$ cat src/rtl/tomasula_types.sv
// Shared types for the fetch redirect path: redirect source encoding and
// the state type of the redirect arbiter FSM.
package tomasula_types;

    localparam int PC_W = 32;

    typedef enum logic [1:0] {
        REDIR_NONE  = 2'd0,
        REDIR_FLUSH = 2'd1,
        REDIR_JALR  = 2'd2
    } redirect_src_t;

    typedef enum logic [1:0] {
        ST_IDLE       = 2'd0,
        ST_HOLD_JALR  = 2'd1,
        ST_HOLD_FLUSH = 2'd2
    } arb_state_t;

endpackage

$ cat src/rtl/fetch_redirect_arbiter_rr_arbiter4.sv
// Four-way round-robin picker: the unit named by ptr has highest priority,
// then ptr+1, ptr+2, ptr+3 (mod 4). Purely combinational.
module rr_arbiter4 (
    input  logic [3:0] req,
    input  logic [1:0] ptr,
    output logic [3:0] grant,
    output logic [1:0] idx
);

    logic       found;
    logic [1:0] cand;

    always_comb begin
        grant = 4'b0000;
        idx   = ptr;
        found = 1'b0;
        cand  = ptr;
        for (int k = 0; k < 4; k++) begin
            cand = ptr + 2'(k);
            if (!found && req[cand]) begin
                found       = 1'b1;
                idx         = cand;
                grant[cand] = 1'b1;
            end
        end
    end

endmodule

$ cat src/rtl/fetch_redirect_arbiter.sv
// Merges ROB flush redirects and four buffered JALR targets into a single
// registered valid/ack redirect stream toward instruction fetch.
module fetch_redirect_arbiter
    import tomasula_types::*;
#(
    parameter int NUM_JALR = 4
) (
    input  logic                     clk,
    input  logic                     rst,
    input  logic                     flush_req,
    input  logic [31:0]              flush_pc,
    input  logic [NUM_JALR-1:0]      jalr_valid,
    input  logic [32*NUM_JALR-1:0]   jalr_pc,
    input  logic                     redirect_ack,
    output logic                     redirect_valid,
    output logic [31:0]              redirect_pc,
    output logic [1:0]               redirect_src,
    output logic                     flush_active,
    output logic                     jalr_overrun
);

    arb_state_t      state, state_nxt;
    logic [3:0]      slot_vld;
    logic [3:0][31:0] slot_pc;
    logic            flush_vld;
    logic [31:0]     flush_pc_q;
    logic [1:0]      rr_ptr;
    logic [3:0]      gnt_oh;
    logic [1:0]      gnt_idx;
    logic [1:0]      held_idx;
    logic            held_rewrite;
    logic [31:0]     pc_q;
    redirect_src_t   src_q;
    logic            overrun_q;
    logic            jalr_ack;
    logic [3:0]      slot_clr;

    rr_arbiter4 u_rr (
        .req   (slot_vld),
        .ptr   (rr_ptr),
        .grant (gnt_oh),
        .idx   (gnt_idx)
    );

    // A flush in flight (pulse or pending register) outranks any JALR ack.
    assign jalr_ack = (state == ST_HOLD_JALR) && redirect_ack && !flush_req && !flush_vld;

    always_comb begin
        state_nxt = state;
        slot_clr  = 4'b0000;
        // A slot rewritten while being presented keeps its newer target.
        if (jalr_ack && !held_rewrite)
            slot_clr[held_idx] = 1'b1;
        case (state)
            ST_IDLE: begin
                if (flush_vld)
                    state_nxt = ST_HOLD_FLUSH;
                else if (!flush_req && |gnt_oh)
                    state_nxt = ST_HOLD_JALR;
            end
            ST_HOLD_JALR: begin
                if (flush_req)
                    state_nxt = ST_HOLD_JALR;
                else if (flush_vld)
                    state_nxt = ST_HOLD_FLUSH;
                else if (redirect_ack)
                    state_nxt = ST_IDLE;
            end
            ST_HOLD_FLUSH: begin
                if (redirect_ack)
                    state_nxt = ST_IDLE;
            end
            default: state_nxt = ST_IDLE;
        endcase
    end

    always_ff @(posedge clk) begin
        if (rst) begin
            state        <= ST_IDLE;
            slot_vld     <= 4'b0000;
            slot_pc      <= '0;
            flush_vld    <= 1'b0;
            flush_pc_q   <= 32'h0;
            rr_ptr       <= 2'd0;
            held_idx     <= 2'd0;
            held_rewrite <= 1'b0;
            pc_q         <= 32'h0;
            src_q        <= REDIR_NONE;
            overrun_q    <= 1'b0;
        end else begin
            state <= state_nxt;

            // The flush register is consumed when its PC moves to the output.
            if (flush_req) begin
                flush_vld  <= 1'b1;
                flush_pc_q <= flush_pc;
            end else if (state != ST_HOLD_FLUSH && state_nxt == ST_HOLD_FLUSH) begin
                flush_vld <= 1'b0;
            end

            for (int i = 0; i < 4; i++) begin
                if (flush_req) begin
                    slot_vld[i] <= 1'b0;
                end else if (jalr_valid[i]) begin
                    slot_vld[i] <= 1'b1;
                    slot_pc[i]  <= jalr_pc[32*i +: 32];
                    if (slot_vld[i] && !slot_clr[i])
                        overrun_q <= 1'b1;
                end else if (slot_clr[i]) begin
                    slot_vld[i] <= 1'b0;
                end
            end

            if (jalr_ack)
                rr_ptr <= held_idx + 2'd1;

            if (state == ST_IDLE && state_nxt == ST_HOLD_JALR) begin
                held_idx     <= gnt_idx;
                held_rewrite <= jalr_valid[gnt_idx];
            end else if (state == ST_HOLD_JALR && jalr_valid[held_idx]) begin
                held_rewrite <= 1'b1;
            end

            if (state_nxt != state) begin
                case (state_nxt)
                    ST_HOLD_FLUSH: begin
                        pc_q  <= flush_pc_q;
                        src_q <= REDIR_FLUSH;
                    end
                    ST_HOLD_JALR: begin
                        pc_q  <= slot_pc[gnt_idx];
                        src_q <= REDIR_JALR;
                    end
                    default: src_q <= REDIR_NONE;
                endcase
            end
        end
    end

    assign redirect_valid = (state != ST_IDLE);
    assign flush_active   = (state == ST_HOLD_FLUSH);
    assign redirect_pc    = pc_q;
    assign redirect_src   = src_q;
    assign jalr_overrun   = overrun_q;

endmodule

$ cat config.mk
export PLATFORM = sky130hd
export DESIGN_NAME = fetch_redirect_arbiter
export DESIGN_NICKNAME = d
export VERILOG_FILES = /design/src/rtl/tomasula_types.sv /design/src/rtl/fetch_redirect_arbiter_rr_arbiter4.sv /design/src/rtl/fetch_redirect_arbiter.sv
export SDC_FILE = /design/constraint.sdc
export NUM_CORES = 1
export LEC_CHECK = 0
export ABC_AREA = 1
export BUFFER_PORTS_ARGS = -buffer_cell sky130_fd_sc_hd__buf_2
export CAP_MARGIN = 20
export CORE_MARGIN = 5
export CORE_UTILIZATION = 37
export CTS_BUF_LIST = sky130_fd_sc_hd__clkbuf_8
export CTS_CLUSTER_SIZE = 16
export DETAILED_ROUTE_END_ITERATION = 10
export PLACE_DENSITY = 0.62
export RECOVER_POWER = 100
export SYNTH_ARGS = -nofsm -noshare
export SYNTH_HDL_FRONTEND = slang
export SYNTH_HIERARCHICAL = 1
export SYNTH_SLANG_ARGS = --single-unit
$ cat constraint.sdc
create_clock -name clk -period 7.75 [get_ports clk]
set_input_delay 0.3875 -clock clk [delete_from_list [all_inputs] [get_ports clk]]
set_output_delay 0.3875 -clock clk [all_outputs]
set_load 0.02 [all_outputs]
### Word-level counts from Yosys, hierarchy flattened

Index checks and enable logic that the tools add are counted.

| word-level totals | value |
|---|---|
| logic and storage cells | 155 |
| output and inout port bits | 37 |
| input bits | 168 |
| flip-flop bits (word level) | 207 |

| cells by class | value |
|---|---|
| reductions and logical operators | 46 |
| muxes and demuxes | 67 |
| magnitude comparators | 11 |
| add/sub/neg operators | 4 |
| equal/unequal tests | 6 |
| bitwise logic cells | 4 |

Operator list:

| cell | number |
|---|---|
| 32-bit binary-select mux with 2-bit select | 1 |
| 32-bit one-hot mux with 2 select lines | 1 |
| 1-bit two-way mux | 38 |
| 32-bit two-way mux | 1 |
| 1-bit logical AND | 20 |
| 4-bit two-way mux | 5 |
| 2-bit by 3-bit less-than comparator with 1-bit output (second input constant) | 6 |
| 2-bit two-way mux | 8 |
| 2-bit nonzero test | 8 |
| 1-bit binary-select mux with 2-bit select | 6 |
| 4-bit bitwise OR | 3 |
| 1-bit demux with 2-bit select | 5 |
| 2-bit by 1-bit >= comparator with 1-bit output (second input constant) | 5 |
| 1-bit logical NOT | 10 |
| 2-bit AND reduction | 5 |
| 2-bit one-hot mux with 3 select lines | 1 |
| 2-bit by 1-bit adder with 2-bit output (second input constant) | 2 |
| 2-bit adder (second input constant) | 2 |
| 2-bit by 1-bit == test with 1-bit output (second input constant) | 2 |
| 2-bit == test (second input constant) | 2 |
| 2-bit one-hot mux with 2 select lines | 1 |
| 4-bit OR reduction | 1 |
| 2-bit logical NOT | 1 |
| 2-bit != test | 1 |
| 3 further kinds | 3 |

### Depth between registers and ports, before layout

| logic depth | value |
|---|---|
| depth in word-level cells | 21 |
| gate-level depth with buffers | 22 |
| mapped depth without buffers | 20 |

### Hierarchy

The synthesis kept the hierarchy.

By module, submodules not included:

| module | seq. area each (µm²) | instances | area an instance (µm²) | cells an instance |
|---|---|---|---|---|
| fetch_redirect_arbiter | 4,144.0 | 1 | 8,848.5 | 1,235 |
| rr_arbiter4 | 0.0 | 1 | 538.0 | 89 |

### Worst setup path after synthesis

No wires, ideal clock.

| path | value |
|---|---|
| path kind | flip-flop to flip-flop |
| start point | reg rr_ptr[1] |
| end point | reg pc_q[21], in the netlist redirect_pc[21] |
| buffers on the path | 2 |
| clock period less this slack | 3,043 ps |
| cell stages (with the launch flop) | 22 |
| setup time | 115 ps |
| data arrival time | 2,928 ps |
| slack | 4,707 ps |
| cell sequence | dfxtp_1 > inv_1 > ha_1 > inv_1 > nand3_1 > nand2_2 > nand2_8 > nor2_2 > a21oi_1 > nand2_1 > nor2_1 > nand2_1 > nand2_2 > nand2_1 > ha_1 > clkbuf_1 > buf_1 > nand3_1 > o21ai_0 > nand3_2 > nand2_1 > nor2_1 |

| on the way | value |
|---|---|
| cells in the longest elaborated chain, start to end | 20 |
| elaborated cells between the ends (all ways) | 63 |

Ends and longest elaborated chain:

| item | line | RTL |
|---|---|---|
| from (decl) | fetch_redirect_arbiter.sv:27 | `logic [1:0] rr_ptr;` |
| from (signal assigned) | fetch_redirect_arbiter.sv:115 | `rr_ptr <= held_idx + 2'd1;` |
| branches (longest 11 deep; another with 2-bit by 3-bit less-than comparator with 1-bit output) | -- |  |
| 4-bit two-way mux (*) | fetch_redirect_arbiter_rr_arbiter4.sv:20 | `if (!found && req[cand]) begin` |
| via gnt_oh[3] | fetch_redirect_arbiter.sv:28 | `logic [3:0] gnt_oh;` |
| 4-bit OR reduction (*) | fetch_redirect_arbiter.sv:58 | `else if (!flush_req && \|gnt_oh)` |
| 1-bit logical AND (*) | fetch_redirect_arbiter.sv:58 |  |
| 2-bit two-way mux (*) | fetch_redirect_arbiter.sv:58 |  |
| 2-bit two-way mux (*) | fetch_redirect_arbiter.sv:56 | `if (flush_vld)` |
| 2-bit one-hot mux with 3 select lines (*) | fetch_redirect_arbiter.sv:54 | `case (state)` |
| via state_nxt[0] | fetch_redirect_arbiter.sv:22 | `arb_state_t state, state_nxt;` |
| 2-bit == test / 2-bit by 1-bit == test with 1-bit output (equally long branches) | fetch_redirect_arbiter.sv:125 | `case (state_nxt)` |
| 2-bit nonzero test (no source line) | -- |  |
| 2-bit AND reduction (no source line) | -- |  |
| to (signal assigned) | fetch_redirect_arbiter.sv:127 | `pc_q <= flush_pc_q;` |
| to (signal assigned) | fetch_redirect_arbiter.sv:131 | `pc_q <= slot_pc[gnt_idx];` |
| to (decl) | fetch_redirect_arbiter.sv:32 | `logic [31:0] pc_q;` |

Mark *: on every way through the listed nets, which the timed path passes. The select of a mux whose other input is x is not followed.
A chain may end at the register's enable or synchronous reset.

### Worst setup path after layout

| path | value |
|---|---|
| start point | in flush_req |
| end point | reg pc_q[18], in the netlist redirect_pc[18] |

| on the way | value |
|---|---|
| cells in the longest elaborated chain, start to end | 8 |
| elaborated cells between the ends (all ways) | 12 |

Ends and longest elaborated chain:

| item | line | RTL |
|---|---|---|
| from (decl) | fetch_redirect_arbiter.sv:10 | `input logic flush_req,` |
| 1-bit logical NOT | fetch_redirect_arbiter.sv:58 |  |
| 1-bit logical AND | fetch_redirect_arbiter.sv:58 |  |
| 2-bit two-way mux | fetch_redirect_arbiter.sv:58 |  |
| 2-bit two-way mux | fetch_redirect_arbiter.sv:56 |  |
| 2-bit one-hot mux with 3 select lines (*) | fetch_redirect_arbiter.sv:54 |  |
| via state_nxt[0] | fetch_redirect_arbiter.sv:22 |  |
| 2-bit == test / 2-bit by 1-bit == test with 1-bit output (equally long branches) | fetch_redirect_arbiter.sv:125 |  |
| 2-bit nonzero test (no source line) | -- |  |
| 2-bit AND reduction (no source line) | -- |  |

Mark *: on every way through the listed nets, which the timed path passes. The rest lies on a longest branch.

==> reports/metrics.yaml <==
run_status:
  status: "finished with violations"
  violations: "capacitance limit, slew limit"
synthesis:
  synth-adder-area-share_pct: 1.73
  synth_most_common_cell: "nor2_1"
  synth_flop_cell: "dfxtp_1"
  synth_edf_count: 0
  syn_area_um2: 9390
  synth_top_area_share_pct: 44.1
  synth_top_family_by_area: "simple AND/OR/NAND/NOR gates"
  avgSynthCellArea_um2: 7.09
  synth_compound_area_share_pct: 22.6
  yosys.area.top_type: "dfxtp_1"
  synth_simple_gate_area_share_pct: 23.2
  synthMuxAreaShare_pct: 0
  synth_common_cells: "305 x nor2_1, 253 x o21ai_0, 207 x dfxtp_1"
  synth_seq_cells: 207
  syn-num-nets: 1505
  yosysWarningCount: 6
  synth_cells: 1324
  seq_area_frac_synth_pct: 44.1
  synth.distinct_cells: 32
  synth.area.top_cells: "dfxtp_1 44%, o21ai_0 13%, nor2_1 12%, a21oi_1 7.8%, nand2_1 3.9%"
  synthArstFlopShare_pct: 0
  synth_xor_area_share_pct: 0
final_layout:
  fin_util_pct: 44.4
  nets: 1667
  n_antenna_cell: 0
  drive_gt1_share_pct: 17.2
  syn2layout_area_growth_pct: 18.9
flow_run:
  max_cap_violations: 5
place:
  port_buffers: 204
  gp_congestion: 0.929
  dpl.hpwl_mm: 20.8
sta:
  slew_viol_final: 228
  hold_violations: 0
  fmax_mhz: 182
  relSlewSlack_pct: -58.8
  rsz0062_at_grt: "no"
  tightest_slew_ps: 2380
  fin_worst_skew_ps: 35.6
  period_share_pct: 71.0
  setup_violations: 0
  holdWs_ps: 69.2
  finalCriticalPeriod_ps: 5500
  fin_tns_setup_ps: 0
detailed_routing:
  avgRoutedWirePerCell_um: 16.4
  ant_nets: 0
  wirelength_mm: 30.1
  drt-vias-per-instance: 5.03
  vias: 9258
  drcViolationCount: 0
  firstDrtPassIters: 5
  drt_iter0_markers: 745
power:
  sw_frac_of_total_pct: 32.8
  clock_power_share_pct: 34.5
  internal_power_mw: 1.89
  p_leak_nw: 4.89
  powerDensity_nw_per_um2: 253
  vdd_ir_drop_max_v: 0.000117
  sequentialPowerShare_pct: 43.2
  p_sw_mw: 0.927
  comb_power_share_pct: 22.3
die:
  die-area_um2: 28700
  placementRows: 58
  coreArea_um2: 25100
  start_util_pct: 37.4
  die_w_um: 169
  fp.dieH_um: 169
  top_level_ports: 205
cts:
  cts.sinks: 207
  ctsResizeCount: 0
  postCtsSetupBuffers: 0
  h-tree-depth: 2
  cts_made_buffers: 37
  cts-root-buf: "clkbuf_8"
  clock_latency_ps: 550
  cts_max_path_buffers: 3
  cts_hold_buf: 0
  clkTransAtPathRegs_ps: 60
  cts_tree: "yes"
grt:
  grt_max_degree: 111
  antenna_found_initial: 4
  grt_pass1_vias: 8938
  grt-ovfl-total: 0
  grtUsageTotal_pct: 20.2
  grt_pass1_wl_mm: 46.6
setup_path:
  worst_path_largest_cell_delay_ps: 1310
  crit_path_start: "flush_req"
  required_ps: 8180
  cp_top_family: "buffers and inverters"
  r2r_start: "rr_ptr[0]"
  startpoint_type: "primary input"
  path_class: "in2reg"
  cp.arrival_ps: 5940
  crit_path_top_delay_cell: "inv_1"
  path_cells: "buf_2 -> clkbuf_1 -> inv_1 -> nand2_1 -> nor2_1 -> nand2_2 -> nand2_1 -> ha_1 -> clkbuf_1 -> nand3_1 -> o21ai_0 -> nand3_2 -> nand2_1 -> nor2_1"
  cp_num_buf_inv: 4
  crit_top_cell: "nand2_1"
  critPathMaxFanout: 40
  end_kind: "flip-flop"
worst_hold_path:
  holdCritPathClass: "in2reg"
  hold_start: "jalr_pc[19]"
[cell families after synthesis]
kind of cell | Yosys count
compound gates | 418
flops | 207
simple gates | 497
buf+inv | 189
fa+ha+maj | 13
[layer usage]
metal / GRT usage, % / vias to the layer above / routed length, µm
li1: - / 4671 / -
met1: 24.5 / 4229 / 12400
met2: 35.6 / 286 / 14800
met3: 4.26 / 64 / 1920
met4: 6.72 / 8 / 951
met5: 0 / - / 52
[cells in the final DEF, fill, tap and decap left out, drive strengths merged, types with 13 or more instances in the layout]
cell type  netlist  final
inv             94    112
ha              13     13
buf             25    174
dfxtp          207    207
clkbuf          67     86
a21oi          147    147
nand2          109    109
nand3           76     76
nor2           308    308
o21ai          258    258
[per-stage QoR]
step	power (mW)	worst slack, ps	instances	area (µm²)
after floorplan	1.69	4710	1324	9390
after detailed placement	1.88	3300	1776	10500
final	2.82	2250	1840	11200
after CTS	2.86	3270	1839	11200
after global routing	2.99	1640	1840	11200
after global placement	1.87	3530	1775	10500
[power groups by stage]
stage | Clock [mW] | Combinational [mW] | Sequential (mW)
2_1_floorplan | 0 | 0.405 | 1.28
3_3_place_gp | 0 | 0.632 | 1.24
3_5_place_dp | 0 | 0.641 | 1.24
4_1_cts | 0.999 | 0.644 | 1.22
5_1_grt | 1.05 | 0.707 | 1.23
6_report | 0.973 | 0.629 | 1.22
[state kept, by name, indices dropped and copies added (netlist names)]
name          flops
held_rewrite      1
flush_vld         1
redirect_pc      32
state             2
rr_ptr            2
jalr_overrun      1
held_idx          2
slot_vld          4
flush_pc_q       32
redirect_src      2
slot_pc         128
[tightest hold or removal path, delay by kind of cell]
| family | cells | cell delay [ps] |
|---|---|---|
| simple gates | 2 | 110 |
| buf+inv | 1 | 70 |
[area by class of cell]
type	count	area, µm²
fill	2699	14000
multi-input combinational	928	4450
sequential	207	4140
timing repair buffer	215	1070
clock buffer	45	619
tap	330	413
inverter	97	372
clock inverter	18	81.3
[final timing paths]
check / to / cells after the start / slack, ps
min: slot_pc[19] / 3 / 70
min reg2reg: slot_pc[113] / 2 / 450
max: redirect_pc[18] / 14 / 2250
max reg2reg: redirect_pc[18] / 20 / 2420
Power figures use the tool's default switching activity.
